**config.mk**
```make
export PLATFORM = sky130hd
export DESIGN_NAME = player_motion_engine
export DESIGN_NICKNAME = d
export VERILOG_FILES = /design/src/rtl/motion_pkg.sv /design/src/rtl/key_edge_latch.sv /design/src/rtl/player_motion_engine.sv
export SDC_FILE = /design/constraint.sdc
export NUM_CORES = 1
export LEC_CHECK = 0
export BUFFER_PORTS_ARGS = -buffer_cell sky130_fd_sc_hd__buf_4
export CELL_PAD_IN_SITES_DETAIL_PLACEMENT = 0
export CELL_PAD_IN_SITES_GLOBAL_PLACEMENT = 1
export CORE_ASPECT_RATIO = 0.75
export CORE_MARGIN = 2
export CORE_UTILIZATION = 30
export DETAILED_ROUTE_END_ITERATION = 6
export GPL_ROUTABILITY_DRIVEN = 1
export GPL_TIMING_DRIVEN = 0
export PLACE_DENSITY = 0.52
export SYNTH_ARGS = -nofsm -noshare
export SYNTH_HDL_FRONTEND = slang
export SYNTH_SLANG_ARGS = --single-unit
```
**constraint.sdc**
```tcl
create_clock -name clk -period 14.3 [get_ports clk]
set_clock_uncertainty 0.1 [all_clocks]
set_input_delay 0 -clock clk [delete_from_list [all_inputs] [get_ports clk]]
set_output_delay 0 -clock clk [all_outputs]
set_load 0.02 [all_outputs]
```
**src/rtl/motion_pkg.sv**
```systemverilog
// Purpose : shared types and constants for the player motion engine.
// Latency : n/a (declarations only).
// Backpressure: n/a.
//
// Contents:
//   motionState_t     - GROUNDED / CLIMBING / AIRBORNE / STUNNED, encoded 0..3
//   EDGE_*            - bit positions inside HitEdgeCode
//   FP_SHIFT_DEFAULT  - default number of fixed-point fraction bits
//   applyGravity()    - one frame of gravity with a fall-speed cap
package motion_pkg;

  typedef enum logic [1:0] {
    GROUNDED = 2'd0,
    CLIMBING = 2'd1,
    AIRBORNE = 2'd2,
    STUNNED  = 2'd3
  } motionState_t;

  // HitEdgeCode bit positions: [3]=left, [2]=bottom, [1]=right, [0]=top.
  localparam int EDGE_LEFT   = 3;
  localparam int EDGE_BOTTOM = 2;
  localparam int EDGE_RIGHT  = 1;
  localparam int EDGE_TOP    = 0;

  localparam int FP_SHIFT_DEFAULT = 6;

  // Adds one frame of gravity. Only downward speed is capped, so a fresh
  // jump (large negative speed) decays naturally towards the cap.
  function automatic logic signed [31:0] applyGravity(
    input logic signed [31:0] speed,
    input int                 gravity,
    input int                 maxFall
  );
    logic signed [31:0] sum;
    sum = speed + gravity;
    if (sum > maxFall) begin
      sum = maxFall;
    end
    return sum;
  endfunction

endpackage

```
**src/rtl/key_edge_latch.sv**
```systemverilog
// Purpose : captures a rising edge of a key level and holds it as a request.
// Latency : request visible the cycle after the edge; cleared by clearReq.
// Backpressure: none; the request is held until the next clearReq.
//
// Ports:
//   clk, resetN - clock, async active-low reset
//   keyLevel    - raw key level
//   clearReq    - consumer has sampled the request (frame pulse)
//   keyReq      - latched request
module key_edge_latch (
  input  logic clk,
  input  logic resetN,
  input  logic keyLevel,
  input  logic clearReq,
  output logic keyReq
);

  logic keyPrev;
  logic keyRise;

  // Edge detect against the previous cycle's level, so a key held across
  // many frames produces exactly one request.
  assign keyRise = keyLevel & ~keyPrev;

  always_ff @(posedge clk or negedge resetN) begin
    if (!resetN) begin
      keyPrev <= 1'b0;
      keyReq  <= 1'b0;
    end else begin
      keyPrev <= keyLevel;
      // The consumer samples keyReq in the clear cycle; an edge arriving in
      // that same cycle is kept for the following frame rather than lost.
      if (clearReq) begin
        keyReq <= keyRise;
      end else begin
        keyReq <= keyReq | keyRise;
      end
    end
  end

endmodule

```
**src/rtl/player_motion_engine.sv**
```systemverilog
// Purpose : per-frame player kinematics (walk, multi-jump, rope climb, stun) in fixed point.
// Latency : all state updates on the clk edge of a startOfFrame cycle; outputs visible next cycle.
// Backpressure: none; exactly one motion update per startOfFrame pulse, inputs sampled as levels.
//
// Ports:
//   clk, resetN                      - clock, async active-low reset
//   startOfFrame                     - one-cycle frame pulse, the only update point
//   left/right/up/downPressed        - key levels
//   collision, onRope, objectHit     - overlap flags for this frame
//   HitEdgeCode[3:0]                 - colliding edges: [3]=left [2]=bottom [1]=right [0]=top
//   topLeftX, topLeftY               - signed pixel position (fixed point floored, low 11 bits)
//   motionState                      - current motionState_t
//   jumpsLeft                        - jumps remaining before landing
//   stunned                          - high while in STUNNED
module player_motion_engine
  import motion_pkg::*;
#(
  parameter int INITIAL_X   = 280,
  parameter int INITIAL_Y   = 185,
  parameter int FP_SHIFT    = FP_SHIFT_DEFAULT,
  parameter int X_SPEED     = 200,
  parameter int JUMP_SPEED  = 300,
  parameter int CLIMB_SPEED = 100,
  parameter int GRAVITY     = 10,
  parameter int MAX_FALL    = 230,
  parameter int MAX_JUMPS   = 2,
  parameter int STUN_FRAMES = 30,
  parameter int X_MIN       = -9,
  parameter int X_MAX       = 570
) (
  input  logic        clk,
  input  logic        resetN,
  input  logic        startOfFrame,
  input  logic        leftPressed,
  input  logic        rightPressed,
  input  logic        upPressed,
  input  logic        downPressed,
  input  logic        collision,
  input  logic        onRope,
  input  logic        objectHit,
  input  logic [3:0]  HitEdgeCode,
  output logic [10:0] topLeftX,
  output logic [10:0] topLeftY,
  output logic [1:0]  motionState,
  output logic [2:0]  jumpsLeft,
  output logic        stunned
);

  localparam int                 SCALE     = 1 << FP_SHIFT;
  localparam logic signed [31:0] X_RESET   = INITIAL_X * SCALE;
  localparam logic signed [31:0] Y_RESET   = INITIAL_Y * SCALE;
  localparam logic signed [31:0] X_LO      = X_MIN * SCALE;
  localparam logic signed [31:0] X_HI      = X_MAX * SCALE;
  localparam logic [2:0]         JUMPS_MAX = 3'(MAX_JUMPS);
  localparam logic [15:0]        STUN_LOAD = 16'(STUN_FRAMES - 1);

  // Registered motion state
  motionState_t       stateQ;
  logic signed [31:0] xPos;
  logic signed [31:0] yPos;
  logic signed [31:0] ySpeed;
  logic [15:0]        stunCnt;

  // Per-frame next values
  motionState_t       stateNext;
  logic signed [31:0] xSpeedNext;
  logic signed [31:0] ySpeedNext;
  logic signed [31:0] xSum;
  logic signed [31:0] xPosNext;
  logic [2:0]         jumpsNext;
  logic [15:0]        stunNext;
  logic               jumped;

  logic jumpReq;
  logic ledge;
  logic wallRight;
  logic wallLeft;
  logic ceiling;

  key_edge_latch upLatch (
    .clk      (clk),
    .resetN   (resetN),
    .keyLevel (upPressed),
    .clearReq (startOfFrame),
    .keyReq   (jumpReq)
  );

  // A hazard overlap never counts as standing on something.
  assign ledge     = collision & HitEdgeCode[EDGE_BOTTOM] & ~objectHit;
  assign wallRight = collision & HitEdgeCode[EDGE_RIGHT];
  assign wallLeft  = collision & HitEdgeCode[EDGE_LEFT];
  assign ceiling   = collision & HitEdgeCode[EDGE_TOP];

  // Horizontal speed carries no memory between frames: it is a pure function
  // of this frame's keys and walls, so it is computed here and not stored.
  always_comb begin
    xSpeedNext = '0;
    if (stateQ != STUNNED) begin
      if (rightPressed && !leftPressed && !wallRight) begin
        xSpeedNext = X_SPEED;
      end else if (leftPressed && !rightPressed && !wallLeft) begin
        xSpeedNext = -X_SPEED;
      end
    end
  end

  // Vertical behaviour is that of the state the player is in at the start of
  // the frame; the transition below decides the state for the next frame.
  always_comb begin
    ySpeedNext = ySpeed;
    jumpsNext  = jumpsLeft;
    jumped     = 1'b0;
    case (stateQ)
      GROUNDED: begin
        ySpeedNext = '0;
        jumpsNext  = JUMPS_MAX;
        if (jumpReq) begin
          ySpeedNext = -JUMP_SPEED;
          jumpsNext  = JUMPS_MAX - 3'd1;
          jumped     = 1'b1;
        end
      end
      CLIMBING: begin
        jumpsNext = JUMPS_MAX;
        if (upPressed) begin
          ySpeedNext = -CLIMB_SPEED;
        end else if (downPressed) begin
          ySpeedNext = CLIMB_SPEED;
        end else begin
          ySpeedNext = '0;
        end
      end
      AIRBORNE: begin
        // With no jumps left the request is simply dropped.
        if (jumpReq && (jumpsLeft != 3'd0)) begin
          ySpeedNext = -JUMP_SPEED;
          jumpsNext  = jumpsLeft - 3'd1;
          jumped     = 1'b1;
        end else begin
          ySpeedNext = applyGravity(ySpeed, GRAVITY, MAX_FALL);
        end
      end
      STUNNED: begin
        ySpeedNext = applyGravity(ySpeed, GRAVITY, MAX_FALL);
      end
      default: begin
        ySpeedNext = ySpeed;
      end
    endcase
    // Bumping a ceiling kills upward motion for this frame only.
    if (ceiling && (ySpeedNext < 0)) begin
      ySpeedNext = '0;
    end
  end

  // State transition. A running stun cannot be interrupted or re-armed; once
  // it expires the player lands wherever the footing puts them. A jump taken
  // this frame wins over a ledge that is still being touched.
  always_comb begin
    stateNext = AIRBORNE;
    stunNext  = stunCnt;
    if ((stateQ == STUNNED) && (stunCnt != 16'd0)) begin
      stateNext = STUNNED;
      stunNext  = stunCnt - 16'd1;
    end else if (objectHit && (stateQ != STUNNED)) begin
      stateNext = STUNNED;
      stunNext  = STUN_LOAD;
    end else if (onRope) begin
      stateNext = CLIMBING;
    end else if (jumped) begin
      stateNext = AIRBORNE;
    end else if (ledge) begin
      stateNext = GROUNDED;
    end else begin
      stateNext = AIRBORNE;
    end
  end

  // Horizontal clamp to the playfield; vertical is left to collisions.
  always_comb begin
    xSum = xPos + xSpeedNext;
    if (xSum < X_LO) begin
      xPosNext = X_LO;
    end else if (xSum > X_HI) begin
      xPosNext = X_HI;
    end else begin
      xPosNext = xSum;
    end
  end

  always_ff @(posedge clk or negedge resetN) begin
    if (!resetN) begin
      stateQ    <= AIRBORNE;
      xPos      <= X_RESET;
      yPos      <= Y_RESET;
      ySpeed    <= '0;
      jumpsLeft <= JUMPS_MAX;
      stunCnt   <= '0;
      stunned   <= 1'b0;
    end else if (startOfFrame) begin
      stateQ    <= stateNext;
      xPos      <= xPosNext;
      yPos      <= yPos + ySpeedNext;
      ySpeed    <= ySpeedNext;
      jumpsLeft <= jumpsNext;
      stunCnt   <= stunNext;
      stunned   <= (stateNext == STUNNED);
    end
  end

  // Floor of the fixed-point position is just the bits above the fraction.
  assign topLeftX    = xPos[FP_SHIFT +: 11];
  assign topLeftY    = yPos[FP_SHIFT +: 11];
  assign motionState = stateQ;

endmodule

```
---- After elaboration in Yosys (flattened, before gate mapping) ----
Index checks and enable logic that the tools add are counted.
W data, S select, Z words.
storage, ports and cells
  register bits after elaboration ......... 120
  output and inout port bits .............. 28
  input port bits ......................... 14
cells by class
  $add $sub $neg .......................... 5
  bitwise gates (word level) .............. 9
  reductions and logical operators ........ 19
  magnitude comparators ................... 4
  mux-type cells .......................... 26
  equality and inequality tests ........... 6
operator list
  kind                     count
  $mux W32                 10
  $pmux W32 S4             1
  $add A32 B32 Y32         2
  $add A32 B5 Y32 const B  1
  $gt A32 B17 Y1 const B   1
  $gt A32 B9 Y1 const B    1
  $lt A32 B1 Y1 const B    1
  $lt A32 B11 Y1 const B   1
  $mux W16                 2
  $reduce_bool A16 Y1      1
  $sub A16 B1 Y16 const B  1
  $mux W2                  6
  $pmux W3 S3              1
  $logic_and A1 B1 Y1      8
  $mux W7                  1
  $and A1 B1 Y1            6
  $eq A2 B2 Y1 const B     3
  $reduce_bool A3 Y1       2
  $logic_not A1 Y1         4
  $ne A2 B2 Y1 const B     2
  $mux W1                  3
  $mux W3                  1
  $reduce_and A3 Y1        1
  $sub A3 B1 Y3 const B    1
  other kinds (7)          8

---- Longest topological paths before layout ----
  depth after elaboration ................. 10
  mapped depth ............................ 27
  depth with buffers taken out ............ 25

---- By module ----
Synthesis repeated with hierarchy kept, for this count alone.
unflattened totals
  cells, all modules ...................... 993
  area total of the unflattened synthesis .. 8355.5 µm²
modules (own cells, without submodules)
  module                cells an instance  times used  area an instance (µm²)
  player_motion_engine  988                1           8285.4
  key_edge_latch        5                  1           70.1

---- Least setup slack after synthesis ----
Ideal clock, no wire load.
  path kind ............................... reg-to-reg
  from .................................... register stateQ[1] (netlist: motionState[1])
  to ...................................... register xPos[6]
  library setup time ...................... 0.120 ns
  clock period less this slack ............ 5.314 ns
  arrival ................................. 5.095 ns
  required time ........................... 14.080 ns
  slack ................................... 8.986 ns
  cell stages (with the launch flop) ...... 20
  path buffers ............................ 1
  cell sequence ........................... dfstp_2 ha_1 clkbuf_1 nor2_1 nand3_1 inv_1 or2_2 ha_1 fa_1 a211oi_1 o21a_1 or4_4 nand2_2 a31o_1 a211o_2 a2111oi_4 o21ai_2 a2111oi_4 nand2_1 a31o_1
between the ends
  cells in the longest elaborated chain, start to end .. 6
  elaborated cells between the ends (all ways) .. 7
ends and longest elaborated chain
  item                      line                         source
  start: declaration        player_motion_engine.sv:58   motionState_t stateQ;
  start signal: assignment  player_motion_engine.sv:201  stateQ <= stateNext;
  $ne A2 B2 Y1 (*)          player_motion_engine.sv:98   if (stateQ != STUNNED) begin
  $mux W32 (*)              player_motion_engine.sv:98
  $add A32 B32 Y32 (*)      player_motion_engine.sv:181  xSum = xPos + xSpeedNext;
  $gt A32 B17 Y1            player_motion_engine.sv:184  end else if (xSum > X_HI) begin
  $mux W32                  player_motion_engine.sv:184
  $mux W32 (*)              player_motion_engine.sv:182  if (xSum < X_LO) begin
  end signal: assignment    player_motion_engine.sv:202  xPos <= xPosNext;
  end: declaration          player_motion_engine.sv:59   logic signed [31:0] xPos;
Mark *: on every way between the ends. The rest lies on a longest branch, timed or not.
A chain may end at the register's enable or synchronous reset.

---- Worst setup path after layout ----
  from .................................... register ySpeed[1]
  to ...................................... register yPos[16]
between the ends
  cells in the longest elaborated chain, start to end .. 9
ends and longest elaborated chain
  item                      line                         source
  start: declaration        player_motion_engine.sv:61   logic signed [31:0] ySpeed;
  start signal: assignment  player_motion_engine.sv:204  ySpeed <= ySpeedNext;
  $add A32 B5 Y32 (*)       motion_pkg.sv:35             sum = speed + gravity;
  $gt A32 B9 Y1             motion_pkg.sv:36             if (sum > maxFall) begin
  $mux W32 (*)              motion_pkg.sv:36
  $mux W32                  player_motion_engine.sv:135  if (jumpReq && (jumpsLeft != 3'd0)) begin
  $pmux W32 S4 (*)          player_motion_engine.sv:113  case (stateQ)
  $lt A32 B1 Y1             player_motion_engine.sv:151  if (ceiling && (ySpeedNext < 0)) begin
  $logic_and A1 B1 Y1       player_motion_engine.sv:151
  $mux W32 (*)              player_motion_engine.sv:151
  named net ySpeedNext[3]   player_motion_engine.sv:67   logic signed [31:0] ySpeedNext;
  $add A32 B32 Y32 (*)      player_motion_engine.sv:203  yPos <= yPos + ySpeedNext;
  end signal: assignment    player_motion_engine.sv:203
  end: declaration          player_motion_engine.sv:60   logic signed [31:0] yPos;
Mark *: on every way through the listed nets, which the timed path passes. The rest lies on a longest branch.

==> parameters.txt <==
Parameter                              Value

Run status
  Result of the run ... finished, final reports clean

CTS
  Depth of the CTS H-tree ... 3
  CTS Buf Count ... 9
  TritonCTS clock tree ... yes
  Total clock sinks ... 102
  Clock Tree Buf Depth ... 2
  Clock slew at the register clock pins of the worst setup and hold paths ... about 0.080 ns
  Later-pin clock latency in the skew report ... 0.37 ns
  CTS root buf ... sky130_fd_sc_hd__clkbuf_16

Floorplanning
  Placeable core area ... 27980 um^2
  Vertical die dimension ... about 150 um
  Die area ... roughly 30000 um^2
  Row count ... 53
  I/O pin count ... 42
  Overall die width ... 198.7 um
  Initial standard-cell utilization of the core ... 30.47%

STA
  Post-layout worst setup margin ... 7.463 ns
  Highest Clock Rate ... 146.3 MHz
  RSZ-0062 raised after global routing ... false
  Post-route fraction of the period consumed by the critical path ... roughly 48%
  Sum Neg Setup Slack ... 0 ns
  Setup violations, final ... 0
  Slew margin rel. ... about 30%
  Endpoints failing hold ... 0
  Final period demand of the worst path ... between 6 and 7 ns
  Slew Viols, Final ... 0
  Worst-margin pin slew ... between 1 and 1.5 ns

Placed design
  Placement Cell Area ... 9340 um^2
  Worst Setup Slack post-DPL ... between 7 and 8 ns
  Final HPWL from detailed placement ... 20570 um
  Cell count after placement ... 1448
  Number of buffers added on ports ... 40
  Routability-driven placement congestion ratio ... between 0.8 and 0.9

Logic synthesis
  Number of distinct library cells after synthesis ... between 90 and 100
  Share of the synthesized area in the top cell type ... between 20% and 30%
  Largest area contributor in the netlist ... sky130_fd_sc_hd__dfrtp_1
  Commonest register cell after synthesis ... sky130_fd_sc_hd__dfrtp_1
  Async S/R FF share, synth ... 100.0%
  Post-synth EDFFs ... 0
  Avg Synthesized Cell Area ... about 8.3 um^2
  Netlist area before placement ... between 8000 and 9000 um^2
  Net count after synthesis ... 1090
  Synth top area cells ... sky130_fd_sc_hd__dfrtp_1, sky130_fd_sc_hd__ha_1, sky130_fd_sc_hd__nor2_1
  Count of state elements after synthesis ... ~100
  Share of synthesized area occupied by flip-flops and latches ... 30.08%
  Warnings, synthesis ... 0
  Post-synthesis instance total ... just over 1000

Global route
  Pin count of the biggest net entering global routing ... 66
  Wire length of the first global-routing pass ... ~43000 um
  Via count of the first global-routing pass ... roughly 7000
  Total overflow reported by the global router ... 0
  Initial antenna violation count ... 0
  Global-route usage over all layers ... about a fifth

Pwr
  Power Dens Cells ... around 200 nW/um^2
  Design internal power ... between 1 and 1.5 mW
  Leakage component of the power ... a little over 4 nW
  Power dissipated by switching net loads ... about 920 uW
  Overall power after layout ... 1.944 mW
  Share of total power in the clock network ... 13.4%
  Power share of the sequential group ... 25.2%
  Switching share of total power ... a little under half
  Largest voltage drop on the vdd net ... about 0.000097 V
  Combinational share of power ... 61.4%

Critical path
  Data arrival, critical path ... 7.00 ns
  Startpoint kind of the worst setup timing path ... flip-flop
  Worst Path Required ... about 14 ns
  Crit end category ... flip-flop
  Category of the most critical setup path ... reg -> reg
  Largest driver fanout on the critical path ... 10

Detailed routing
  Remaining antenna violation count ... 0
  Final routed wire length divided by cell count ... around 19 um
  First-pass DRT Iterations ... 5
  Iteration-0 DRC Markers ... around 490
  Vias after detailed routing ... 7595
  Post-Route WL ... 27330 um
  Drt via density ... ~5.2
  Drt drc ... 0

Finish
  Nets ... ~1100
  Relative area change from synthesis to final layout ... 13.69%
  Fraction of layout instances using a drive strength above 1 ... between 10% and 20%
  Ant. Diodes ... 0
  Multi-input combinational cell area ... 5414 um^2
  Reg area ... between 2000 and 3000 um^2
  FILL cells ... roughly 3000
  Non-Filler Cell Area, Final ... between 9000 and 10000 um^2
  Final standard cell count with taps included and fillers excluded ... 1470

Run
  Number of violations of the max-capacitance limit ... 0

Hold path
  Worst min-delay path class ... in -> async
## cell type report
class                      count  share of cell area [%]
tap                          385                   4.969
multi-input combinational    807                   55.85
timing repair buffer          47                   4.040
sequential                   102                   26.46
clock buffer                  11                   2.607
buffer                        69                   3.949
inverter                      44                   1.704
clock inverter                 5                  0.4259
## worst max-delay path, cell delays in order (launching register included)
cell and delay [ns]:
sky130_fd_sc_hd__dfrtp_1 0.45, sky130_fd_sc_hd__ha_1 0.34, sky130_fd_sc_hd__nor2_1 0.15, sky130_fd_sc_hd__nand4b_1 0.33, sky130_fd_sc_hd__buf_2 0.29, sky130_fd_sc_hd__o31a_1 0.26, sky130_fd_sc_hd__a211oi_1 0.30, sky130_fd_sc_hd__nand4_1 0.19
sky130_fd_sc_hd__o41ai_2 0.49, sky130_fd_sc_hd__buf_4 0.27, sky130_fd_sc_hd__inv_2 0.08, sky130_fd_sc_hd__nor2_1 0.22, sky130_fd_sc_hd__nand2_1 0.09, sky130_fd_sc_hd__a21boi_0 0.30, sky130_fd_sc_hd__ha_1 0.32, sky130_fd_sc_hd__inv_1 0.08
sky130_fd_sc_hd__o21bai_1 0.12, sky130_fd_sc_hd__a2111oi_0 0.60, sky130_fd_sc_hd__o311ai_0 0.32, sky130_fd_sc_hd__a21oi_1 0.21, sky130_fd_sc_hd__o21ai_0 0.15, sky130_fd_sc_hd__a311oi_1 0.45, sky130_fd_sc_hd__o21ai_0 0.21, sky130_fd_sc_hd__xor2_1 0.16
sky130_fd_sc_hd__nand2_1 0.08, sky130_fd_sc_hd__xnor2_1 0.16
## through the flow
step | utilization (%) | hold slack (ns)
after floorplan | - | -0.3956
after global placement | 33.26 | 0.08470
after detailed placement | 33.38 | -0.1577
after CTS | 34.64 | 0.01321
after global routing | 34.64 | 0.06765
final | 34.64 | 0.01129
## worst paths after layout
path                       cells after the start              to  slack [ns]       startpoint
max                                           25        yPos[16]        7.46        ySpeed[1]
min                                            2      ySpeed[22]        0.01           resetN
max reg2reg                                   25        yPos[16]        7.46        ySpeed[1]
min reg2reg                                    1  upLatch.keyReq        0.35  upLatch.keyPrev
max in group asynchronous                      3        xPos[14]       13.38           resetN
min in group clk                               5  motionState[1]        0.03   HitEdgeCode[2]
## logic make-up (layout without fill, tap and decap cells)
group                      count (synthesis)  in the layout  synth area share [%]
and+or+nand+nor                          368            368                 21.09
AOI/OAI and AO/OA                        294            294                 24.39
buffers and inverters                    113            176                 6.427
DFF                                      102            102                 30.08
xor gates and xnor gates                  70             70                 7.190
adders and majority gates                 54             54                 8.100
muxes                                     21             21                 2.729
## layer usage
| metal | up-vias | GRT usage, % | wire, um |
|---|---|---|---|
| li1 | 3822 | - | - |
| met4 | 0 | 3.731 | 282 |
| met3 | 14 | 3.471 | 1044 |
| met5 | - | 0 | 0 |
| met1 | 3629 | 31.12 | 15760 |
| met2 | 130 | 24.55 | 10240 |
## power by group through the flow
stage	Combinational (mW)	Sequential, mW	Clock, mW
after floorplan	0.891	0.467	0
after global placement	1.19	0.497	0
after detailed placement	1.19	0.495	0
after CTS	1.19	0.491	0.271
after global routing	1.33	0.507	0.280
final	1.19	0.491	0.260
## synth_stat cells, types with 14 or more instances
master                     instances
sky130_fd_sc_hd__nor2_1          117
sky130_fd_sc_hd__dfrtp_1          92
sky130_fd_sc_hd__nand2_1          87
sky130_fd_sc_hd__a21oi_1          64
sky130_fd_sc_hd__o21ai_0          58
sky130_fd_sc_hd__ha_1             52
sky130_fd_sc_hd__xnor2_1          45
sky130_fd_sc_hd__inv_1            43
sky130_fd_sc_hd__nand3_1          37
sky130_fd_sc_hd__clkbuf_1         28
sky130_fd_sc_hd__buf_4            26
sky130_fd_sc_hd__xor2_1           25
sky130_fd_sc_hd__nor3_1           21
sky130_fd_sc_hd__mux2_2           18
sky130_fd_sc_hd__nor4_1           16
sky130_fd_sc_hd__a22o_1           15
sky130_fd_sc_hd__o21ai_1          14
## layout by cell type, fill, tap and decap left out, types with 10 or more instances in the layout
cell / Yosys / routed
sky130_fd_sc_hd__xnor2_1: 45 / 45
sky130_fd_sc_hd__o31ai_1: 13 / 13
sky130_fd_sc_hd__and3_1: 11 / 11
sky130_fd_sc_hd__inv_1: 43 / 43
sky130_fd_sc_hd__buf_2: 11 / 11
sky130_fd_sc_hd__clkbuf_1: 28 / 28
sky130_fd_sc_hd__nor3_1: 21 / 21
sky130_fd_sc_hd__nor2_1: 117 / 117
sky130_fd_sc_hd__a21oi_1: 64 / 64
sky130_fd_sc_hd__nor4_1: 16 / 16
sky130_fd_sc_hd__o21ai_1: 14 / 14
sky130_fd_sc_hd__nand3_1: 37 / 37
sky130_fd_sc_hd__dfstp_2: 10 / 10
sky130_fd_sc_hd__dfrtp_1: 92 / 92
sky130_fd_sc_hd__a31oi_1: 11 / 11
sky130_fd_sc_hd__a21o_1: 13 / 13
sky130_fd_sc_hd__nand4_1: 11 / 11
sky130_fd_sc_hd__o21ai_0: 58 / 58
sky130_fd_sc_hd__xor2_1: 25 / 25
sky130_fd_sc_hd__mux2_2: 18 / 18
sky130_fd_sc_hd__a22o_1: 15 / 15
sky130_fd_sc_hd__nand2_1: 87 / 87
sky130_fd_sc_hd__buf_4: 26 / 65
sky130_fd_sc_hd__ha_1: 52 / 52
## flip-flops by register name (all words and copies together), names as in the netlist
name	flops
ySpeed	32
upLatch.keyPrev	1
stunned	1
jumpsLeft	3
upLatch.keyReq	1
yPos	17
motionState	2
stunCnt	16
xPos	29
## repair_timing
| item | CTS | global route |
|---|---|---|
| hold buffers | 6 | 0 |
| gates resized for setup | 0 | 0 |
| hold endpoints to repair | 104 | 0 |
| endpoints found under the setup margin | 0 | 0 |
| buffers inserted | 0 | 0 |
Power figures use the tool's default switching activity.
